### config.mk
export PLATFORM = sky130hd
export DESIGN_NAME = lcv_alu_share_arb_flat
export DESIGN_NICKNAME = d
export VERILOG_FILES = /design/src/rtl/lcv_alu_share_arb_if.sv /design/src/rtl/lcv_alu_share_arb.sv /design/src/flat_wrapper.sv
export SDC_FILE = /design/constraint.sdc
export NUM_CORES = 1
export LEC_CHECK = 0
export BUFFER_PORTS_ARGS = -buffer_cell sky130_fd_sc_hd__buf_2
export CORE_AREA = 2 2 160 162
export DETAILED_ROUTE_END_ITERATION = 7
export DIE_AREA = 0 0 162 164
export SLEW_MARGIN = 15
export SYNTH_ARGS = -nofsm -noshare
export SYNTH_HDL_FRONTEND = slang
export SYNTH_SLANG_ARGS = --single-unit
### constraint.sdc
create_clock -name clk -period 3.5 [get_ports clk]
set_input_delay 0.175 -clock clk [delete_from_list [all_inputs] [get_ports clk]]
set_output_delay 0.175 -clock clk [all_outputs]
set_load 0.1 [all_outputs]
### src/rtl/lcv_alu_share_arb_if.sv
// lcv_alu_share_arb_if: requester, shared-ALU and response signals of the ALU share arbiter.
interface lcv_alu_share_arb_if #(
    parameter int WIDTH   = 32,
    parameter int NUM_REQ = 4
);
    localparam int IDW = (NUM_REQ > 1) ? $clog2(NUM_REQ) : 1;
    logic [NUM_REQ-1:0]       req_valid;
    logic [NUM_REQ-1:0]       req_ready;
    logic [NUM_REQ*WIDTH-1:0] req_a;
    logic [NUM_REQ*WIDTH-1:0] req_b;
    logic [NUM_REQ*3-1:0]     req_op;
    logic [WIDTH-1:0]         alu_a;
    logic [WIDTH-1:0]         alu_b;
    logic [2:0]               alu_op;
    logic [WIDTH-1:0]         alu_result;
    logic                     rsp_valid;
    logic                     rsp_ready;
    logic [IDW-1:0]           rsp_id;
    logic [WIDTH-1:0]         rsp_data;
    modport master (
        output req_valid, req_a, req_b, req_op, alu_result, rsp_ready,
        input  req_ready, alu_a, alu_b, alu_op, rsp_valid, rsp_id, rsp_data
    );
    modport slave (
        input  req_valid, req_a, req_b, req_op, alu_result, rsp_ready,
        output req_ready, alu_a, alu_b, alu_op, rsp_valid, rsp_id, rsp_data
    );
endinterface

### src/rtl/lcv_alu_share_arb.sv
// lcv_alu_share_arb: round-robin sharing of one 1-cycle-latency ALU among NUM_REQ
// requesters, with results returned in issue order through a 2-entry FIFO.
module lcv_alu_share_arb #(
    parameter int WIDTH   = 32,
    parameter int NUM_REQ = 4
) (
    input logic                clk,
    input logic                rst,
    lcv_alu_share_arb_if.slave bus
);
    localparam int IDW = (NUM_REQ > 1) ? $clog2(NUM_REQ) : 1;

    logic             inflight;
    logic [IDW-1:0]   inflight_id;
    logic [IDW-1:0]   last_grant;
    logic [IDW-1:0]   ptr;
    logic [IDW-1:0]   win;
    logic [1:0]       fifo_count;
    logic             wr_ptr;
    logic             rd_ptr;
    logic             found;
    logic             pop;
    logic             can_issue;
    logic             issue;
    logic [2:0]       pending;
    logic [IDW-1:0]   fifo_id [2];
    logic [WIDTH-1:0] fifo_data [2];

    // Counting the in-flight result as already buffered keeps the FIFO from overflowing.
    assign pop       = bus.rsp_valid & bus.rsp_ready;
    assign pending   = {1'b0, fifo_count} + {2'b0, inflight} - {2'b0, pop};
    assign can_issue = !rst && pending < 3'd2;
    assign issue     = can_issue & found;

    always_comb begin
        ptr   = last_grant;
        win   = '0;
        found = 1'b0;
        for (int k = 0; k < NUM_REQ; k++) begin
            ptr = (ptr == IDW'(NUM_REQ - 1)) ? '0 : ptr + IDW'(1);
            if (!found && bus.req_valid[ptr]) begin
                found = 1'b1;
                win   = ptr;
            end
        end
    end

    always_comb begin
        bus.req_ready = '0;
        if (issue) bus.req_ready[win] = 1'b1;
    end

    assign bus.alu_a     = issue ? bus.req_a[int'(win)*WIDTH +: WIDTH] : '0;
    assign bus.alu_b     = issue ? bus.req_b[int'(win)*WIDTH +: WIDTH] : '0;
    assign bus.alu_op    = issue ? bus.req_op[int'(win)*3 +: 3] : '0;
    assign bus.rsp_valid = !rst && fifo_count != 2'd0;
    assign bus.rsp_id    = bus.rsp_valid ? fifo_id[rd_ptr] : '0;
    assign bus.rsp_data  = bus.rsp_valid ? fifo_data[rd_ptr] : '0;

    always_ff @(posedge clk) begin
        if (rst) begin
            inflight    <= 1'b0;
            inflight_id <= '0;
            last_grant  <= IDW'(NUM_REQ - 1);
            fifo_count  <= '0;
            wr_ptr      <= 1'b0;
            rd_ptr      <= 1'b0;
        end else begin
            inflight <= issue;
            if (issue) begin
                inflight_id <= win;
                last_grant  <= win;
            end
            if (inflight) wr_ptr <= ~wr_ptr;
            if (pop) rd_ptr <= ~rd_ptr;
            fifo_count <= fifo_count + {1'b0, inflight} - {1'b0, pop};
        end
    end

    always_ff @(posedge clk) begin
        if (inflight) begin
            fifo_id[wr_ptr]   <= inflight_id;
            fifo_data[wr_ptr] <= bus.alu_result;
        end
    end

    no_push_when_full: assert property (@(posedge clk) disable iff (rst)
        !(inflight && fifo_count == 2'd2));
endmodule

### src/flat_wrapper.sv
// flat-port wrapper written by rule: the top's interface ports become plain ports
module lcv_alu_share_arb_flat 
#(
    parameter int WIDTH   = 32,
    parameter int NUM_REQ = 4
)
  (clk, rst, bus_req_valid, bus_req_a, bus_req_b, bus_req_op, bus_alu_result, bus_rsp_ready, bus_req_ready, bus_alu_a, bus_alu_b, bus_alu_op, bus_rsp_valid, bus_rsp_id, bus_rsp_data);
  lcv_alu_share_arb_if #(.WIDTH(WIDTH), .NUM_REQ(NUM_REQ)) bus_i ();
  input logic clk;
  input logic rst;
  input wire logic [$bits(bus_i.req_valid)-1:0] bus_req_valid;
  input wire logic [$bits(bus_i.req_a)-1:0] bus_req_a;
  input wire logic [$bits(bus_i.req_b)-1:0] bus_req_b;
  input wire logic [$bits(bus_i.req_op)-1:0] bus_req_op;
  input wire logic [$bits(bus_i.alu_result)-1:0] bus_alu_result;
  input wire logic [$bits(bus_i.rsp_ready)-1:0] bus_rsp_ready;
  output wire logic [$bits(bus_i.req_ready)-1:0] bus_req_ready;
  output wire logic [$bits(bus_i.alu_a)-1:0] bus_alu_a;
  output wire logic [$bits(bus_i.alu_b)-1:0] bus_alu_b;
  output wire logic [$bits(bus_i.alu_op)-1:0] bus_alu_op;
  output wire logic [$bits(bus_i.rsp_valid)-1:0] bus_rsp_valid;
  output wire logic [$bits(bus_i.rsp_id)-1:0] bus_rsp_id;
  output wire logic [$bits(bus_i.rsp_data)-1:0] bus_rsp_data;
  assign bus_i.req_valid = bus_req_valid;
  assign bus_i.req_a = bus_req_a;
  assign bus_i.req_b = bus_req_b;
  assign bus_i.req_op = bus_req_op;
  assign bus_i.alu_result = bus_alu_result;
  assign bus_i.rsp_ready = bus_rsp_ready;
  assign bus_req_ready = bus_i.req_ready;
  assign bus_alu_a = bus_i.alu_a;
  assign bus_alu_b = bus_i.alu_b;
  assign bus_alu_op = bus_i.alu_op;
  assign bus_rsp_valid = bus_i.rsp_valid;
  assign bus_rsp_id = bus_i.rsp_id;
  assign bus_rsp_data = bus_i.rsp_data;
  lcv_alu_share_arb #(.WIDTH(WIDTH), .NUM_REQ(NUM_REQ)) u_core (.clk(clk), .rst(rst), .bus(bus_i));
endmodule
==> impl_metrics.py, run 1 <==
metrics = {
    "run_status": {
        "status": "finished, violations left",
        "violations": "setup timing",
    },
    "setup_path": {
        "slowest_stage": "or4_4",
        "critical_path_class": "register to output port",
        "crit_fanout": 31,
        "cp_top_family": "adder cells",
        "crit_path_start_kind": "register",
        "path_buf_inv": 4,
        "cp_slowest_stage_delay_ns": 0.64,
        "r2r_setup_slack_ns": 0.62,
        "arrival_ns": 3.37,
        "crit_path_cell_trace": "o21bai_4 > clkinvlp_4 > and2_4 > ha_4 > inv_2 > ha_4 > fa_2 > or4_4 > buf_12 > a41oi_2 > buf_12",
        "required_ns": 3.32,
        "critPathCaptureType": "output port",
    },
    "sta": {
        "worstMarginPinSlew_ns": 1.01,
        "setup_viol": 19,
        "rsz0062_at_grt": "true",
        "clock-skew-final_ns": 0.00899,
        "setup_ws_ns": -0.0467,
        "finalCritPeriodShare_pct": 101,
        "finalCriticalPeriod_ns": 3.55,
        "slew_viol_final": 0,
        "hold_violations": 0,
        "slew_headroom_pct": 32.8,
        "fmax_mhz": 282,
    },
    "routing": {
        "first_pass_iters": 7,
        "ant_nets": 0,
        "wl_mm": 27.2,
        "routedWlPerCell_um": 20.3,
        "drt_iter0_markers": 513,
        "viasPerCell": 5.00,
        "drc": 0,
        "vias": 6695,
    },
    "logic_synthesis": {
        "synth_area_leaders": "edfxtp_1 (36%), a41oi_2 (14%), nand2_1 (9.0%)",
        "yosysUniqueCellTypes": 42,
        "synthCells": 611,
        "syn-num-nets": 922,
        "seq_area_frac_synth_pct": 39.3,
        "synth_top_area_share_pct": 35.8,
        "syn_avg_cell_area_sq_um": 9.34,
        "asyncSetResetFlopFracSynth_pct": 0,
        "synth-main-ff-cell": "edfxtp_1",
        "netlist_area_sq_um": 5700,
        "synth-warning-count": 0,
        "yosysTopAreaCell": "edfxtp_1",
        "synth_edf_count": 68,
        "ys_ff_latch": 78,
    },
    "clock_tree": {
        "cts_tree": "done",
        "cts-root-buf": "clkbuf_16",
        "clockBufferDepth": 2,
        "insertion_delay_ns": 0.32,
        "clk_pin_slew_ns": 0.06,
        "ctsHoldBuffers": 0,
        "cts.sinks": 78,
        "numCtsBuffers": 9,
        "cts_max_level": 3,
    },
    "floorplan": {
        "initial_core_util_pct": 23.0,
        "num_rows": 58,
        "io_pins": 413,
        "fp.dieW_um": 162,
        "die_y_um": 164,
        "die-area_sq_um": 26600,
        "core_sq_um": 24800,
    },
    "global_route": {
        "grt_pass1_wl_mm": 38.9,
        "grt_max_degree": 69,
        "antenna_found_initial": 12,
        "grt_pass1_vias": 6422,
        "grt_use_total_pct": 19.0,
        "grt.overflow.total": 0,
    },
    "final_layout": {
        "fin_nets": 1311,
        "synthToLayoutAreaGrowth_pct": 82.3,
        "final_common_cell": "buf_2",
        "final_cell_mix": "buf_2 (341), nand2_1 (137), buf_12 (80), edfxtp_1 (68)",
        "drive_above_1_share_pct": 54.6,
        "design_area_sq_um": 10400,
        "nFillCells": 2447,
        "fin_cells": 1338,
    },
    "placed_design": {
        "gp_congestion": 0.844,
        "portBuffers": 412,
        "dpl.hpwl_mm": 21.3,
        "pre_cts_slack_ns": 0.237,
        "placed_cells": 1315,
        "place_area_sq_um": 9900,
    },
    "power": {
        "p_leak_nw": 3.73,
        "peakVddDrop_mv": 0.749,
        "powerDensity_nw_per_um2": 1090,
    },
    "job": {
        "cap_violations": 0,
    },
    "worst_hold_path": {
        "min-delay-path-class": "input port to register",
    },
}
## cell usage after synthesis, types with 4 or more instances
cell type / number
dfxtp_1: 10
o21ai_0: 67
a41oi_1: 17
nor2_1: 42
buf_6: 6
nand2_1: 137
a41oi_2: 50
edfxtp_1: 68
buf_4: 4
mux2i_1: 34
buf_2: 19
inv_1: 6
nand4_1: 67
a21oi_1: 4
clkbuf_1: 38
## final timing paths
path	from	end	depth (start not counted)
worst max-delay path	u_core.fifo_count[0]$_SDFF_PP0_	bus_alu_a[20]	11
worst min-delay path	bus_alu_result[19]	u_core.fifo_data[0][19]$_DFFE_PP_	1
worst max register to register	u_core.fifo_count[0]$_SDFF_PP0_	u_core.inflight_id[1]$_SDFFE_PP0P_	12
worst min register to register	u_core.inflight_id[1]$_SDFFE_PP0P_	u_core.fifo_id[1][1]$_DFFE_PP_	0
## worst reg2reg max path, stage by stage (launching register included)
cell	delay, ns
dfxtp_4	0.35
o21bai_4	0.16
clkinvlp_4	0.11
and2_4	0.15
ha_4	0.26
inv_2	0.04
ha_4	0.14
fa_2	0.42
or4_4	0.64
inv_2	0.08
o211ai_1	0.17
buf_4	0.21
a21oi_1	0.10
## metrics by stage
| stage | TNS [ns] | hold WS, ns | util [%] | power [mW] |
|---|---|---|---|---|
| floorplan | -43.05 | 0.274 | - | 7.47 |
| global placement | 0 | 0.364 | 39.9 | 10.3 |
| detailed placement | 0 | 0.366 | 39.9 | 10.3 |
| CTS | -0.288 | 0.0239 | 41.1 | 11.2 |
| global route | -3.28 | 0.0231 | 41.9 | 11.7 |
| finish | -0.263 | 0.0387 | 41.9 | 11.3 |
## cell type report
type	instances	area, sq um	area share (%)
Timing Repair Buffer	446	3500	33.7
Clock inverter	2	10.0	0.0963
Tap cell	330	413	3.97
Sequential cell	78	2250	21.6
Multi-Input combinational cell	457	3940	37.9
Inverter	8	33.8	0.325
Antenna cell	4	10.0	0.0963
Clock buffer	13	240	2.31
## cell families (layout without fill, tap and decap cells)
| family | after synthesis | count (layout) | share of synthesized area, % |
|---|---|---|---|
| AND/OR/NAND/NOR | 262 | 262 | 21.1 |
| buffers and inverters | 76 | 469 | 6.47 |
| AO/OA/AOI/OAI | 154 | 154 | 25.7 |
| other | 0 | 4 | 0 |
| adder cells (fa/ha/maj) | 4 | 4 | 1.01 |
| multiplexers | 34 | 34 | 5.97 |
| XOR/XNOR | 3 | 3 | 0.461 |
| flip-flops | 78 | 78 | 39.3 |
## sequential cells by signal (all words and copies together) (netlist names), named ones only
signal / flops
u_core.fifo_count: 2
u_core.fifo_data: 64
u_core.fifo_id: 4
u_core.inflight: 1
u_core.inflight_id: 2
u_core.last_grant: 2
u_core.rd_ptr: 1
u_core.wr_ptr: 1
## metal layers
metal,routed length (um),up-vias,GRT usage [%]
li1,-,3118,-
met1,11200,3184,25.5
met2,13000,346,30.4
met3,2470,43,5.13
met4,461,4,4.51
met5,28,-,0
## power breakdown
| part | internal, mW | leakage [nW] | switching [mW] |
|---|---|---|---|
| Clock | 0.474 | 0.123 | 0.317 |
| Sequential | 1.30 | 0.713 | 0.104 |
| Combinational | 2.87 | 2.89 | 6.24 |
| Total | 4.64 | 3.73 | 6.66 |
## timing repair
| item | 4_1_cts | 5_1_grt |
|---|---|---|
| gates resized for setup | 5 | 16 |
| pin swaps | 4 | 2 |
| endpoints found under the hold margin | 0 | 0 |
| endpoints found under the setup margin | 50 | 69 |
| setup buffers | 3 | 1 |
Power figures use the tool's default switching activity.
==> run 2: changes to the inputs <==
--- a/config.mk
+++ b/config.mk
@@ -6,9 +6,11 @@
 export NUM_CORES = 1
 export LEC_CHECK = 0
 export BUFFER_PORTS_ARGS = -buffer_cell sky130_fd_sc_hd__buf_2
-export CORE_AREA = 2 2 160 162
+export CORE_AREA = 2 2 161 163
 export DETAILED_ROUTE_END_ITERATION = 7
-export DIE_AREA = 0 0 162 164
+export DIE_AREA = 0 0 163 165
+export RECOVER_POWER = 50
+export SKIP_LAST_GASP = 1
 export SLEW_MARGIN = 15
 export SYNTH_ARGS = -nofsm -noshare
 export SYNTH_HDL_FRONTEND = slang
==> run 2 against run 1 <==
  * The run now ends clean
  * First-iteration DRC count grew 25%
  * Clock power grew 19%
  * Core utilization shrank 0.24 points
  * Critical endpoint is now bus_alu_b[30]
  * Largest cell class unchanged
  * Largest power group unchanged
==> impl_metrics.py, run 2 (synthesis gave the netlist of run 1 again) <==
metrics = {
    "setup_path": {
        "arrival_ns": 3.32,
        "critical_path_class": "register to output port",
        "crit_path_start_kind": "register",
        "cp_top_family": "adder cells",
        "r2r_end": "u_core.inflight_id[1]$_SDFFE_PP0P_",
        "crit_end": "bus_alu_b[30]",
        "cp_slowest_stage_delay_ns": 0.60,
        "required_ns": 3.32,
        "critPathCaptureType": "output port",
        "crit_fanout": 39,
        "path_depth": 11,
        "path_buf_inv": 4,
        "r2r_setup_slack_ns": 0.65,
        "rr_startpoint": "u_core.fifo_count[0]$_SDFF_PP0_",
        "crit_path_cell_trace": "o21bai_4 > clkinvlp_4 > and2_4 > ha_4 > inv_2 > ha_4 > fa_2 > or4_4 > buf_12 > a41oi_2 > buf_12",
        "crit_start": "u_core.fifo_count[0]$_SDFF_PP0_",
        "r2r.worst_path.cells": 12,
        "slowest_stage": "or4_4",
    },
    "clock_tree": {
        "cts.sinks": 78,
        "cts-root-buf": "clkbuf_16",
        "cts_tree": "done",
        "clk_pin_slew_ns": 0.06,
        "clockBufferDepth": 2,
        "ctsHoldBuffers": 0,
        "numCtsBuffers": 9,
        "cts_max_level": 3,
        "insertion_delay_ns": 0.32,
    },
    "sta": {
        "worstMarginPinSlew_ns": 1.01,
        "finalCriticalPeriod_ns": 3.50,
        "fmax_mhz": 286,
        "setup_viol": 0,
        "setup_ws_ns": 0.000281,
        "slew_headroom_pct": 32.6,
        "slew_viol_final": 0,
        "rsz0062_at_grt": "true",
        "finalCritPeriodShare_pct": 100,
        "clock-skew-final_ns": 0.00386,
        "fin_setup_tns_ns": 0,
        "hold_violations": 0,
    },
    "global_route": {
        "grt_pass1_wl_mm": 38.3,
        "grt_pass1_vias": 6426,
        "antenna_found_initial": 10,
        "grt_max_degree": 68,
        "grt_use_total_pct": 18.6,
        "grt.overflow.total": 0,
    },
    "floorplan": {
        "die_y_um": 165,
        "initial_core_util_pct": 22.8,
        "core_sq_um": 25000,
        "die-area_sq_um": 26900,
        "num_rows": 58,
        "io_pins": 413,
        "fp.dieW_um": 163,
    },
    "final_layout": {
        "nFillCells": 2435,
        "final_cell_mix": "buf_2 (323), nand2_1 (137), buf_12 (78), edfxtp_1 (68)",
        "final_common_cell": "buf_2",
        "fin_nets": 1306,
        "largest_register_ffs": 64,
        "regMostFlops": "u_core.fifo_data",
        "final_util_pct": 41.7,
        "synthToLayoutAreaGrowth_pct": 82.8,
        "design_area_sq_um": 10400,
        "reg_top3": "u_core.fifo_data x64, u_core.fifo_id x4",
        "drive_above_1_share_pct": 52.7,
        "fin_cells": 1337,
    },
    "placed_design": {
        "pre_cts_slack_ns": 0.299,
        "gp_congestion": 0.835,
        "placed_cells": 1308,
        "dpl.hpwl_mm": 21.2,
        "portBuffers": 412,
        "place_area_sq_um": 9830,
    },
    "routing": {
        "ant_nets": 0,
        "wl_met2_mm": 13.6,
        "first_pass_iters": 6,
        "routedWlPerCell_um": 20.4,
        "top_layer": "met4",
        "drt-met1-wl_mm": 11.0,
        "wl_mm": 27.3,
        "drt_iter0_markers": 642,
        "drc": 0,
        "vias": 6741,
        "viasPerCell": 5.04,
        "dr_wl_met3_mm": 2.39,
    },
    "power": {
        "p_leak_nw": 3.66,
        "peakVddDrop_mv": 0.747,
        "powerDensity_nw_per_um2": 1100,
    },
    "worst_hold_path": {
        "hold_depth": 1,
        "min-delay-path-class": "input port to register",
    },
    "run_status": {
        "status": "completed",
    },
    "job": {
        "cap_violations": 0,
    },
}
run 2: layer usage:
metal,vias up,GRT usage (%)
met5,-,0
met4,0,5.31
met3,30,4.17
met2,352,29.7
met1,3248,25.3
li1,3111,-
run 2: cell type report:
| type | instances | area, sq um | share of cell area, % |
|---|---|---|---|
| Antenna cell | 8 | 20.0 | 0.192 |
| Clock buffer | 10 | 229 | 2.20 |
| Clock inverter | 5 | 75.1 | 0.720 |
| Inverter | 8 | 33.8 | 0.324 |
| Multi-Input combinational cell | 457 | 4000 | 38.3 |
| Sequential cell | 78 | 2250 | 21.6 |
| Tap cell | 330 | 413 | 3.96 |
| Timing Repair Buffer | 441 | 3410 | 32.7 |
run 2: timing repair:
| item | CTS | global route |
|---|---|---|
| endpoints found under the hold margin | 0 | 0 |
| buffers inserted | 4 | 2 |
| setup endpoints to repair | 41 | 67 |
| pin swaps | 4 | 2 |
| resized for setup | 2 | 23 |
run 2: how the worst min path moves through the flow:
stage / endpoint / slack [ns] / from
2_1_floorplan: u_core.fifo_data[0][0]$_DFFE_PP_ / 0.27 / bus_alu_result[0]
3_3_place_gp: u_core.fifo_data[0][28]$_DFFE_PP_ / 0.36 / bus_alu_result[28]
3_5_place_dp: u_core.fifo_data[1][18]$_DFFE_PP_ / 0.37 / bus_alu_result[18]
4_1_cts: u_core.fifo_data[1][18]$_DFFE_PP_ / 0.03 / bus_alu_result[18]
5_1_grt: u_core.fifo_data[1][7]$_DFFE_PP_ / 0.03 / bus_alu_result[7]
6_report: u_core.fifo_data[1][3]$_DFFE_PP_ / 0.04 / bus_alu_result[3]
run 2: through the flow:
| step | total power [mW] | hold WS, ns |
|---|---|---|
| 2_1_floorplan | 7.47 | 0.274 |
| 3_3_place_gp | 10.2 | 0.365 |
| 3_5_place_dp | 10.3 | 0.367 |
| 4_1_cts | 11.3 | 0.0282 |
| 5_1_grt | 11.8 | 0.0259 |
| 6_report | 11.4 | 0.0416 |
run 2: worst reg2reg max path: stages (launching register included):
cell        delay (ns)
dfxtp_4           0.35
o21bai_4          0.16
clkinvlp_4        0.10
and2_4            0.14
ha_4              0.26
inv_2             0.04
ha_4              0.14
fa_2              0.41
or4_4             0.60
inv_2             0.08
o211ai_1          0.17
buf_4             0.23
a21oi_1           0.10
run 2: power breakdown:
part           internal [mW]  switching (mW)  leakage [nW]
combinational           2.83            6.26          2.81
sequential              1.30           0.106         0.713
clock                  0.615           0.324         0.144
==> run 3: changes to the inputs <==
--- a/config.mk
+++ b/config.mk
@@ -5,6 +5,7 @@
 export SDC_FILE = /design/constraint.sdc
 export NUM_CORES = 1
 export LEC_CHECK = 0
+export ABC_AREA = 1
 export BUFFER_PORTS_ARGS = -buffer_cell sky130_fd_sc_hd__buf_2
 export CORE_AREA = 2 2 161 163
 export DETAILED_ROUTE_END_ITERATION = 7
==> run 3 against run 2 <==
  * The run now ends with capacitance limit, slew limit left
  * Die area stayed put
  * Core utilization is 1.4 points higher
  * Synthesized cell count is 56% higher
  * Register-to-register slack better by 0.20 ns
  * Design area is 3.3% higher
  * Flip-flop and latch count stayed put
  * Non-clock buffer count is 7 higher
  * Setup slack better by 0.21 ns
  * Clock-buffer cell count stayed put
  * Sequential share of layout area is 0.78 points lower
  * Synthesized area is 12% higher
==> impl_metrics.py, run 3 <==
metrics = {
    "floorplan": {
        "initial_core_util_pct": 25.4,
        "die_y_um": 165,
        "fp.dieW_um": 163,
        "die-area_sq_um": 26900,
        "num_rows": 58,
        "core_sq_um": 25000,
        "io_pins": 413,
    },
    "logic_synthesis": {
        "synth_common_cells": "nand2_1 (470), nand3_1 (140), edfxtp_1 (68)",
        "seq_area_frac_synth_pct": 35.2,
        "synth-main-ff-cell": "edfxtp_1",
        "netlist_area_sq_um": 6360,
        "synth_top_area_share_pct": 32.1,
        "syn_avg_cell_area_sq_um": 6.66,
        "synth_area_leaders": "edfxtp_1 (32%), nand2_1 (28%), nand3_1 (11%)",
        "synthCells": 956,
        "yosysTopAreaCell": "edfxtp_1",
        "ys_ff_latch": 78,
        "asyncSetResetFlopFracSynth_pct": 0,
        "synth-warning-count": 0,
        "syn-num-nets": 1267,
        "yosysUniqueCellTypes": 29,
        "synth_edf_count": 68,
        "synth_most_common_cell": "nand2_1",
    },
    "placed_design": {
        "place_area_sq_um": 10200,
        "gp_congestion": 0.985,
        "portBuffers": 412,
        "dpl.hpwl_mm": 24.3,
    },
    "setup_path": {
        "required_ns": 3.32,
        "critical_path_class": "register to output port",
        "slowest_stage": "fa_2",
        "r2r_setup_slack_ns": 0.85,
        "crit_path_cell_trace": "o21ai_1 > clkinv_1 > nand2_1 > inv_1 > ha_1 > inv_1 > ha_2 > fa_2 > a211oi_2 > o21ai_4 > buf_12 > clkbuf_16 > a21oi_4 > buf_12",
        "arrival_ns": 3.12,
        "crit_path_start_kind": "register",
        "rr_startpoint": "u_core.fifo_count[1]$_SDFF_PP0_",
        "critPathCaptureType": "output port",
        "r2r.worst_path.cells": 14,
        "cp_slowest_stage_delay_ns": 0.46,
        "crit_fanout": 17,
        "crit_start": "u_core.fifo_count[1]$_SDFF_PP0_",
    },
    "worst_hold_path": {
        "min-delay-path-class": "input port to register",
        "hp-start": "bus_alu_result[29]",
        "hold_depth": 1,
    },
    "sta": {
        "finalCriticalPeriod_ns": 3.29,
        "slew_headroom_pct": -22.4,
        "finalCritPeriodShare_pct": 94.0,
        "setup_viol": 0,
        "slew_viol_final": 66,
        "fin_setup_tns_ns": 0,
        "worstMarginPinSlew_ns": 1.84,
        "clock-skew-final_ns": 0.00678,
        "fmax_mhz": 304,
        "hold_violations": 0,
    },
    "global_route": {
        "grt_util_met3_pct": 6.91,
        "grt.overflow.total": 0,
        "grt_use_total_pct": 21.9,
        "antenna_found_initial": 8,
        "busiest_layer": "met2",
        "grtUsageMet1_pct": 26.1,
        "grt_max_degree": 72,
        "grt_pass1_vias": 7623,
        "grt_pass1_wl_mm": 44.3,
        "use_met2_pct": 37.1,
    },
    "routing": {
        "wl_mm": 30.9,
        "vias": 7852,
        "viasPerCell": 4.67,
        "routedWlPerCell_um": 18.3,
        "ant_nets": 0,
        "first_pass_iters": 5,
        "drc": 0,
        "drt_iter0_markers": 564,
    },
    "final_layout": {
        "drive_above_1_share_pct": 42.1,
        "synthToLayoutAreaGrowth_pct": 69.3,
        "regMostFlops": "u_core.fifo_data",
        "nFillCells": 2594,
        "final_common_cell": "nand2_1",
        "largest_register_ffs": 64,
        "final_cell_mix": "nand2_1 (469), buf_2 (322), nand3_1 (140), buf_12 (81), edfxtp_1 (68)",
        "design_area_sq_um": 10800,
        "reg_top3": "u_core.fifo_data x64, u_core.fifo_id x4",
        "fin_nets": 1654,
    },
    "clock_tree": {
        "cts-root-buf": "clkbuf_16",
        "cts_tree": "done",
        "clockBufferDepth": 2,
        "cts_max_level": 3,
        "numCtsBuffers": 9,
        "clk_pin_slew_ns": 0.05,
        "cts.sinks": 78,
        "insertion_delay_ns": 0.33,
    },
    "run_status": {
        "status": "finished, violations left",
        "violations": "capacitance limit, slew limit",
    },
    "job": {
        "cap_violations": 2,
    },
}
run 3: path summary, 6_finish.rpt:
path / end
max: bus_alu_b[31]
min: u_core.fifo_data[0][29]$_DFFE_PP_
max reg2reg: u_core.inflight_id[0]$_SDFFE_PP0P_
min reg2reg: u_core.fifo_id[1][1]$_DFFE_PP_
run 3: layout make-up:
cell class	instances	area [sq um]	area share, %
diodes	8	20.0	0.186
inverters	52	195	1.81
flip-flops and latches	78	2240	20.8
well taps	330	413	3.83
clock inverters	3	38.8	0.360
clock buffers	10	229	2.12
repair buffers	448	3610	33.5
multi-input cells	754	4030	37.4
run 3: critical path: cells and delay by family, from the launching register on:
family                     cells  cell delay (ns)
buffers and inverters          6             0.79
and+or+nand+nor                1             0.09
AOI/OAI and AO/OA              4             0.65
adders and majority gates      3             0.93
DFF                            1             0.31
run 3: metrics by stage:
step / hold slack (ns) / util, % / cells / setup slack (ns)
final: 0.0348 / 43.0 / 1683 / 0.208
after floorplan: 0.274 / - / 956 / -0.158
after CTS: 0.0199 / 42.1 / 1669 / 0.0108
after global routing: 0.0209 / 43.0 / 1682 / -0.00557
after detailed placement: 0.366 / 40.8 / 1651 / 0.144
after global placement: 0.363 / 40.8 / 1651 / 0.207
run 3: timing repair:
action                                  CTS  global route
hold buffers                              0             0
resized for setup                         3            24
cloned                                    0             3
setup buffers                             5             3
pin swaps                                 1             3
endpoints found under the setup margin   68            71
run 3: cell families after synthesis:
| logic type | after synthesis | synth area share [%] |
|---|---|---|
| flip-flops | 78 | 35.2 |
| buffers and inverters | 124 | 9.20 |
| adder cells (fa/ha/maj) | 4 | 0.904 |
| multiplexers | 34 | 6.02 |
| XOR/XNOR | 1 | 0.138 |
| AO/OA/AOI/OAI | 82 | 7.18 |
| AND/OR/NAND/NOR | 633 | 41.3 |
run 3: layer usage:
metal | routed length, um | up-vias
li1 | - | 3875
met1 | 12100 | 3607
met2 | 14900 | 331
met3 | 3030 | 37
met4 | 790 | 2
met5 | 6 | -
Power of run 3 is left out: the tool's default activity adds up to more than one toggle a clock period on the data nets, which glitch-free logic cannot reach.
